## config.mk

```make
export PLATFORM = sky130hd
export DESIGN_NAME = downlink_frame_controller
export DESIGN_NICKNAME = d
export VERILOG_FILES = /design/src/rtl/downlink_pkg.sv /design/src/rtl/downlink_gap_timer.sv /design/src/rtl/downlink_frame_controller.sv
export SDC_FILE = /design/constraint.sdc
export NUM_CORES = 1
export LEC_CHECK = 0
export CORE_AREA = 2 2 69 71
export CTS_CLUSTER_DIAMETER = 80
export CTS_CLUSTER_SIZE = 25
export DETAILED_ROUTE_END_ITERATION = 8
export DIE_AREA = 0 0 71 73
export PLACE_DENSITY = 0.66
export SKIP_LAST_GASP = 1
export SYNTH_ARGS = -nofsm -noshare
export SYNTH_HDL_FRONTEND = slang
export SYNTH_HIERARCHICAL = 1
export SYNTH_SLANG_ARGS = --single-unit
```

## constraint.sdc

```tcl
create_clock -name clock -period 3.5 [get_ports clock]
set_input_delay 0.525 -clock clock [delete_from_list [all_inputs] [get_ports clock]]
set_output_delay 0.525 -clock clock [all_outputs]
set_load 0.03 [all_outputs]
```

## src/rtl/downlink_pkg.sv

```systemverilog
// Shared constants, state encoding and configuration field layout for the
// downlink receive path.
package downlink_pkg;

  localparam logic [7:0] PREAMBLE_DEFAULT = 8'b11011101;

  localparam int RES_W     = 1;
  localparam int COMP_W    = 3;
  localparam int REP_W     = 3;
  localparam int PAYLOAD_W = RES_W + COMP_W + REP_W;

  typedef logic [1:0] state_t;
  localparam state_t HUNT    = 2'd0;
  localparam state_t PAYLOAD = 2'd1;
  localparam state_t PENDING = 2'd2;

  // Field order matches arrival order: first received bit lands in the MSB.
  typedef struct packed {
    logic [RES_W-1:0]  resolution;
    logic [COMP_W-1:0] compression;
    logic [REP_W-1:0]  repetition;
  } cfg_t;

  function automatic cfg_t unpack_payload(input logic [PAYLOAD_W-1:0] p);
    return cfg_t'(p);
  endfunction

endpackage

```

## src/rtl/downlink_gap_timer.sv

```systemverilog
// Saturating inter-bit gap counter; timeout pulses once, on the cycle the
// counter reaches saturation without a clearing strobe.
module downlink_gap_timer #(
  parameter int BIT_TIMEOUT = 10000,
  parameter int GAP_W       = 14
) (
  input  logic clock,
  input  logic reset,
  input  logic clear,
  output logic timeout
);

  localparam logic [GAP_W-1:0] GAP_SAT  = GAP_W'(BIT_TIMEOUT);
  localparam logic [GAP_W-1:0] GAP_LAST = GAP_W'(BIT_TIMEOUT - 1);

  logic [GAP_W-1:0] gap_cnt;

  // Reset to saturation so no timeout fires before the first strobe.
  always_ff @(posedge clock or posedge reset) begin
    if (reset) begin
      gap_cnt <= GAP_SAT;
    end else if (clear) begin
      gap_cnt <= '0;
    end else if (gap_cnt != GAP_SAT) begin
      gap_cnt <= gap_cnt + 1'b1;
    end
  end

  assign timeout = !clear && (gap_cnt == GAP_LAST);

endmodule

```

## src/rtl/downlink_frame_controller.sv

```systemverilog
// Downlink frame sequencer: preamble hunt, payload assembly, gap timeout and
// idle-gated commit of the camera configuration.
//
//   state   | meaning
//   HUNT    | sliding search for the preamble
//   PAYLOAD | collecting the 7 payload bits
//   PENDING | payload complete, waiting for cam_idle to commit
module downlink_frame_controller
  import downlink_pkg::*;
#(
  parameter logic [7:0] PREAMBLE    = PREAMBLE_DEFAULT,
  parameter int         BIT_TIMEOUT = 10000,
  parameter int         GAP_W       = 14
) (
  input  logic                clock,
  input  logic                reset,
  input  logic                detected,
  input  logic                downlink_bit,
  input  logic                cam_idle,
  output logic [RES_W-1:0]    cfg_resolution,
  output logic [COMP_W-1:0]   cfg_compression,
  output logic [REP_W-1:0]    cfg_repetition,
  output logic                cfg_update,
  output logic                frame_error,
  output logic                busy
);

  state_t               state;
  logic [7:0]           sync_reg;
  logic [7:0]           sync_next;
  logic [PAYLOAD_W-1:0] payload_reg;
  logic [2:0]           bit_cnt;
  cfg_t                 cfg_q;
  logic                 timeout;

  downlink_gap_timer #(
    .BIT_TIMEOUT(BIT_TIMEOUT),
    .GAP_W      (GAP_W)
  ) u_gap_timer (
    .clock  (clock),
    .reset  (reset),
    .clear  (detected),
    .timeout(timeout)
  );

  assign sync_next = {sync_reg[6:0], downlink_bit};

  always_ff @(posedge clock or posedge reset) begin
    if (reset) begin
      state       <= HUNT;
      sync_reg    <= '0;
      payload_reg <= '0;
      bit_cnt     <= '0;
      cfg_q       <= '0;
      cfg_update  <= 1'b0;
      frame_error <= 1'b0;
    end else begin
      cfg_update  <= 1'b0;
      frame_error <= 1'b0;
      case (state)
        HUNT: begin
          if (detected) begin
            if (sync_next == PREAMBLE) begin
              sync_reg <= '0;
              bit_cnt  <= '0;
              state    <= PAYLOAD;
            end else begin
              sync_reg <= sync_next;
            end
          end else if (timeout) begin
            sync_reg <= '0;
          end
        end
        PAYLOAD: begin
          if (detected) begin
            payload_reg <= {payload_reg[PAYLOAD_W-2:0], downlink_bit};
            bit_cnt     <= bit_cnt + 3'd1;
            if (bit_cnt == 3'(PAYLOAD_W - 1)) state <= PENDING;
          end else if (timeout) begin
            frame_error <= 1'b1;
            payload_reg <= '0;
            bit_cnt     <= '0;
            sync_reg    <= '0;
            state       <= HUNT;
          end
        end
        PENDING: begin
          // Strobes and gap timeouts are deliberately ignored while waiting.
          if (cam_idle) begin
            cfg_q      <= unpack_payload(payload_reg);
            cfg_update <= 1'b1;
            state      <= HUNT;
          end
        end
        default: state <= HUNT;
      endcase
    end
  end

  assign busy            = (state == PAYLOAD) || (state == PENDING);
  assign cfg_resolution  = cfg_q.resolution;
  assign cfg_compression = cfg_q.compression;
  assign cfg_repetition  = cfg_q.repetition;

endmodule

```

# Word-level counts from Yosys, hierarchy flattened
# Cells that the tools add are included.
# word_totals
ff_bits	43
in_bits	5
out_inout_bits	10
word_cells	62
# op_classes
n_addsub	2
eq_ne	12
n_mux	26
n_reduce_logical	12
# ops
operator	n
2-to-1 mux 8 bit	4
2-to-1 mux 14 bit	2
one-hot mux 8 bit (2 select lines)	1
adder 14 x 1 -> 14 bit, second input constant	1
equality test 14 bit, second input constant	1
2-to-1 mux 7 bit	2
inequality test 14 bit, second input constant	1
2-to-1 mux 2 bit	6
2-to-1 mux 3 bit	4
equality test 8 bit, second input constant	1
inequality test 2 bit, second input constant	4
inequality test 3 bit, second input constant	2
one-hot mux 2 bit (3 select lines)	1
one-hot mux 3 bit (2 select lines)	1
AND reduction 2 bit	3
nonzero test 2 bit	3
2-to-1 mux 1 bit	5
AND reduction 5 bit	1
AND reduction 4 bit	1
adder 3 x 1 -> 3 bit, second input constant	1
equality test 3 bit, second input constant	1
equality test 2 x 1 -> 1 bit, second input constant	1
equality test 2 bit, second input constant	1
logical NOT 2 bit	1
other kinds (3)	3

# Logic depth before layout (Yosys ltp)
# Gate-level depths: netlist of run 1.
# depth
depth_word	5
depth_mapped	7
depth_no_buf	7

# Modules after synthesis
# Netlist of run 1, hierarchy kept.
# modules_own_cells
module	n_inst	cells_per_inst	area_per_inst_um2	seq_area_each_um2
downlink_frame_controller	1	103	1266.2	700.7
downlink_gap_timer	1	89	824.5	356.6

# Least setup slack after synthesis of run 1
# OpenSTA, ideal clock, no wires.
# synth_timing
kind	register -> register
startpoint	register u_gap_timer.gap_cnt[13]
endpoint	register sync_reg[2]
setup_time_ns	0.121
arrival_ns	2.121
required_ns	3.379
path_slack_ns	1.258
path_stages_with_launch	7
n_path_buf	0
period_less_slack_ns	2.242
cell_sequence	dfstp_2 -> nor4bb_1 -> nand4_1 -> nor4_1 -> o22ai_1 -> or2_1 -> a22o_2
# synth_between
elab_chain_cells	5
word_cells_on_any_way	6
cone_classes	eq/ne: 1; mux: 4; reduce/logical: 1
# synth_rtl
element	line	text
from (decl)	downlink_gap_timer.sv:16	logic [GAP_W-1:0] gap_cnt;
from (signal assigned)	downlink_gap_timer.sv:25	gap_cnt <= gap_cnt + 1'b1;
equality test 14 bit *	downlink_gap_timer.sv:29	assign timeout = !clear && (gap_cnt == GAP_LAST);
logical AND 1 bit *	downlink_gap_timer.sv:29	
net timeout	downlink_frame_controller.sv:34	logic timeout;
2-to-1 mux 8 bit *	-	
2-to-1 mux 8 bit (on tied branches)	-	
one-hot mux 8 bit (2 select lines) *	-	
to (signal assigned)	downlink_frame_controller.sv:68	sync_reg <= sync_next;
to (decl)	downlink_frame_controller.sv:29	logic [7:0] sync_reg;
# Mark *: on every way through the listed nets, which the timed path passes. The rest lies on a longest branch. The select of a mux whose other input is x is not followed.
# A chain may end at the register's enable or synchronous reset.

# Final worst setup path of run 1
# Same ends and word-level chain as after synthesis.

==> results.cfg, run 1 <==
[final_layout]
diodes = 0
area_growth_pct = 13.8
largest_register_ffs = 14
fillers = 397
multi_input_area_um2 = 952
finish.instance_area_um2 = 2380
layout_common_cells = dfrtp_1 (37), nand2_1 (17), mux2_2 (14), clkdlybuf4s50_1 (14)
layout_commonest_cell = dfrtp_1
final_nets = 223
drive_gt1_share_pct = 16.2
regArea_um2 = 1060
fin_util_pct = 52.5

[critical_path]
cp.required_ns = 3.69
cp.arrival_ns = 2.78
crit_type = flip-flop to flip-flop
cp_max_fo = 5
crit_path_start_kind = flip-flop
endpoint_kind = flip-flop

[die]
coreArea_um2 = 4540
boundaryPins = 15
start_util_pct = 46.1
core.rowCount = 25
die_x_um = 71
dieArea_um2 = 5180
die_y_um = 73

[pwr]
p_seq_share_pct = 43.9
max-vdd-ir-drop_mv = 0.281
comb_power_share_pct = 31.8
switching_power_mw = 0.524
powerDensity_nw_per_um2 = 659
p_int_mw = 1.04
swShare_pct = 33.4
clkPwrFrac_pct = 24.3
p_leak_nw = 1.03

[clocking]
cts_tree = built
clock_path_buffers = 2
clk_pin_slew_ns = 0.08
h-tree-depth = 2
cts.sinks = 42
cts_setup_buffers = 0
insertion_delay_ns = 0.29
cts_resized = 0
hold_buffers = 0
cts_buffers = 5
root_buffer = clkbuf_8

[route]
first_iter_violations = 95
vias_per_cell = 5.49
drc = 0
drt_wl_total_mm = 3.91
antenna_left = 0
detail_route.wl_per_cell_um = 14.8
firstDrtPassIters = 4
num_vias = 1450

[hold_path]
min_path_type = flip-flop to flip-flop

[placed_design]
numPortBuffers = 14
place_ws_ns = 0.924
post-dp-hpwl_mm = 2.77
place_area_um2 = 2270
finalWeightedCongestion = 0.764

[timing]
fin_ws_ns = 0.903
tns_ns = 0
period_needed_ns = 2.60
hold_viol = 0
setup_violations = 0
maxSlewViolCount = 0
max_freq_ghz = 0.385
rsz0062_at_grt = no
skew_ns = 0.00687
period_share_pct = 74.2
slew_headroom_pct = 31.0
tightest_slew_ns = 1.03

[job]
drv_cap = 0

[synth]
async_flop_share_pct = 100
synth_edf_count = 0
synth-main-ff-cell = dfrtp_1
synth-seq-area-share_pct = 50.6
ys_warn_count = 6
syn_nets = 206
synth_cell_types = 43
ys_ff_latch = 42
avgSynthCellArea_um2 = 10.9
netlist_area_um2 = 2090
syn_inst = 192

[grt]
grt_pass1_vias = 1409
grt_pass1_wl_mm = 6.78
grt_max_degree = 35
antenna_found_initial = 0
grt_overflow = 0
grt_usage_pct = 16.7

[run_status]
status = complete, no violations
## routing by layer
layer	track usage, %	wire length, um	up-vias	part of all wire (%)
met1	24.2	1870	691	48
met4	6.29	43	0	1.1
met3	3.31	148	5	3.8
met2	24.7	1840	31	47
met5	0	0	-	0
li1	-	-	723	-
## power groups by stage
stage | clock network [mW] | registers, mW | logic [mW]
after floorplan | 0 | 0.721 | 0.337
after global placement | 0 | 0.688 | 0.483
after detailed placement | 0 | 0.695 | 0.502
after CTS | 0.393 | 0.687 | 0.504
after global routing | 0.414 | 0.704 | 0.547
final | 0.382 | 0.688 | 0.498
## layout make-up
cell class / instances / area share (%)
Sequential cell: 42 / 44.4
Multi-Input combinational cell: 133 / 40.0
Timing Repair Buffer: 15 / 6.20
Clock buffer: 6 / 3.05
Tap cell: 54 / 2.84
Inverter: 12 / 1.89
Clock inverter: 2 / 1.58
## cell families after synthesis
| group | count (synthesis) | synth area share (%) |
|---|---|---|
| and+or+nand+nor | 67 | 17.5 |
| DFF | 42 | 50.6 |
| AOI/OAI and AO/OA | 39 | 13.2 |
| buffers and inverters | 17 | 3.89 |
| muxes | 16 | 8.56 |
| adders and majority gates | 9 | 5.39 |
| xor gates and xnor gates | 2 | 0.838 |
## worst max-delay path, stage by stage, from the launching register on
cell	delay [ns]
dfstp_2	0.54
nor4bb_1	0.39
nand4_1	0.13
nor4_1	0.60
o22ai_1	0.22
or2_1	0.33
a22o_2	0.27
## stage by stage
step / instances / hold slack (ns) / power [mW]
after floorplan: 192 / 0.411 / 1.06
after detailed placement: 256 / 0.495 / 1.20
after CTS: 264 / 0.512 / 1.58
after global placement: 256 / 0.484 / 1.17
final: 264 / 0.510 / 1.57
after global routing: 264 / 0.538 / 1.66
## synth_stat cells (all sizes together) (2+ instances only)
cell type | count | area, um2
a21oi | 7 | 35.0
a22o | 14 | 128
clkbuf | 4 | 25.0
dfrtp | 37 | 926
dfstp | 5 | 131
ha | 9 | 113
inv | 12 | 45.0
mux2 | 15 | 169
nand2 | 17 | 63.8
nand2b | 3 | 18.8
nand3 | 5 | 25.0
nand4 | 4 | 31.3
nand4b | 2 | 17.5
nor2 | 12 | 45.0
nor2b | 5 | 31.3
nor3 | 3 | 15.0
nor4 | 3 | 18.8
o21ai | 9 | 48.8
o22ai | 4 | 25.0
o31ai | 2 | 15.0
or3 | 3 | 18.8
or4 | 2 | 15.0
## worst paths after layout
| path | start | end | slack (ns) | cells after the start |
|---|---|---|---|---|
| max | u_gap_timer/gap_cnt[13]$_DFFE_PP1P_ | sync_reg[2]$_DFFE_PP0P_ | 0.90 | 6 |
| min | cfg_resolution$_DFFE_PP0P_ | cfg_resolution$_DFFE_PP0P_ | 0.51 | 1 |
| max reg2reg | u_gap_timer/gap_cnt[13]$_DFFE_PP1P_ | sync_reg[2]$_DFFE_PP0P_ | 0.90 | 6 |
| min reg2reg | cfg_resolution$_DFFE_PP0P_ | cfg_resolution$_DFFE_PP0P_ | 0.51 | 1 |
| max in group asynchronous | reset | payload_reg[2]$_DFFE_PP0P_ | 2.06 | 2 |
| min in group asynchronous | reset | u_gap_timer/gap_cnt[2]$_DFFE_PP0P_ | 0.61 | 2 |
Power figures use the tool's default switching activity.
==> inputs of run 2 (changes only) <==
- clock period: 3.5 -> 2.5 ns (I/O delays scaled with it)
==> run 2 against run 1 <==
Net effect: via count is 3.4% higher; first-iteration DRC count is 17% lower; combinational power rose by 41%; flip-flop and latch count unchanged; clock power rose by 40%; fmax is 13% higher; hold slack worse by 0.056 ns; routed wire length shrank 3.8%; final cell count rose by 1.1%; global-route usage shrank 1.3 points; cell area up 1.1%; highest routed layer unchanged.
==> results.cfg, run 2 (synthesis gave the netlist of run 1 again) <==
[placed_design]
finalWeightedCongestion = 0.772
numPortBuffers = 14
post-dp-hpwl_mm = 2.72
place_ws_ns = 0.205

[route]
firstDrtPassIters = 4
antenna_left = 0
drt_wl_total_mm = 3.76
detail_route.wl_per_cell_um = 14.1
drc = 0
num_vias = 1500
first_iter_violations = 79
vias_per_cell = 5.62

[timing]
tns_ns = 0
skew_ns = 0.00673
rsz0062_at_grt = no
tightest_slew_ns = 0.577
hold_viol = 0
slew_headroom_pct = 61.5
maxSlewViolCount = 0
setup_violations = 0
max_freq_ghz = 0.436
period_needed_ns = 2.29
fin_ws_ns = 0.208
period_share_pct = 91.7

[critical_path]
critPathBufInv = 1
endpoint_kind = flip-flop
r2r-start = u_gap_timer/gap_cnt[13]$_DFFE_PP1P_
cp_max_fo = 5
rrSetupSlack_ns = 0.21
crit_start = u_gap_timer/gap_cnt[13]$_DFFE_PP1P_
crit_type = flip-flop to flip-flop
critPathMaxStageDelay_ns = 0.54
crit_chain = nor4bb_1, nand4_1, nor4_1, buf_4, o22ai_1, or2_1, a22o_2
cp_slowest_cell = dfstp_2
crit_family = simple AND/OR/NAND/NOR gates
cp.required_ns = 2.68
crit_path_start_kind = flip-flop
cp.arrival_ns = 2.48

[die]
coreArea_um2 = 4540
dieArea_um2 = 5180
boundaryPins = 15
core.rowCount = 25
die_y_um = 73
die_x_um = 71
start_util_pct = 46.1

[final_layout]
diodes = 0
area_growth_pct = 15.0
final_nets = 226
layout_commonest_cell = dfrtp_1
drive_gt1_share_pct = 17.8
fin_util_pct = 53.0
layout_common_cells = dfrtp_1 (37), nand2_1 (17), mux2_2 (14), clkdlybuf4s50_1 (14)
largest_register_ffs = 14

[clocking]
insertion_delay_ns = 0.29
cts_buffers = 5
cts.sinks = 42
h-tree-depth = 2
cts_resized = 0
root_buffer = clkbuf_8
cts_setup_buffers = 0
clock_path_buffers = 2
cts_tree = built
clk_pin_slew_ns = 0.08
hold_buffers = 0

[grt]
grt_overflow = 0
grt_pass1_wl_mm = 6.27
grt_usage_pct = 15.4
antenna_found_initial = 0
grt_max_degree = 35
grt_pass1_vias = 1444

[run_status]
status = complete, no violations

[pwr]
p_int_mw = 1.47
switching_power_mw = 0.728
comb_power_share_pct = 32.0
p_leak_nw = 1.05
swShare_pct = 33.1
clkPwrFrac_pct = 24.2
p_seq_share_pct = 43.8
powerDensity_nw_per_um2 = 914
max-vdd-ir-drop_mv = 0.444
total_power_mw = 2.20

[hold_path]
min_path_type = input pin to async pin

[job]
drv_cap = 0
## run 2: changes by cell type in the layout (fill, tap and decap cells not counted)
cell        delta
clkbuf_1       -1
buf_4          +3
clkinvlp_4     -1
inv_6          +1
clkinv_2       +1
## run 2: per-layer routing
| layer | up-vias | track usage (%) | wire, um | part of all wire [%] |
|---|---|---|---|---|
| met5 | - | 0 | 0 | 0 |
| met4 | 0 | 5.87 | 50 | 1.3 |
| met3 | 6 | 4.28 | 83 | 2.2 |
| met2 | 14 | 25.2 | 1850 | 49 |
| met1 | 749 | 19.5 | 1780 | 47 |
| li1 | 731 | - | - | - |
## run 2: final timing paths
check,cells past startpoint,end
hold / removal,2,u_gap_timer/gap_cnt[7]$_DFFE_PP0P_
max in group asynchronous,2,u_gap_timer/gap_cnt[4]$_DFFE_PP1P_
min in group clock,1,payload_reg[6]$_DFFE_PP0P_
hold reg to reg,1,payload_reg[6]$_DFFE_PP0P_
setup / recovery,7,sync_reg[6]$_DFFE_PP0P_
setup reg to reg,7,sync_reg[6]$_DFFE_PP0P_
## run 2: final cells by class
type	instances	area, um2
clock buffer	5	68.8
tap	54	67.6
sequential	42	1060
multi-input combinational	133	952
clock inverter	3	43.8
timing repair buffer	18	170
inverter	12	45.0
fill	391	2130
## run 2: worst reg2reg max path: stages, from the launching register on
cell	delay, ns
dfstp_2	0.54
nor4bb_1	0.35
nand4_1	0.14
nor4_1	0.26
buf_4	0.18
o22ai_1	0.11
or2_1	0.32
a22o_2	0.28
## run 2: power by group through the flow
stage	Clock (mW)	Sequential (mW)	Combinational, mW
floorplan	0	1.01	0.472
global placement	0	0.961	0.684
detailed placement	0	0.973	0.705
CTS	0.549	0.961	0.712
global route	0.572	0.983	0.769
finish	0.533	0.962	0.703
## run 2: through the flow
step                instances  hold WS [ns]  instance area (um2)
global placement          259         0.484                 2290
detailed placement        259         0.490                 2290
CTS                       267         0.466                 2400
finish                    267         0.453                 2400
floorplan                 192         0.261                 2090
global route              267         0.516                 2400
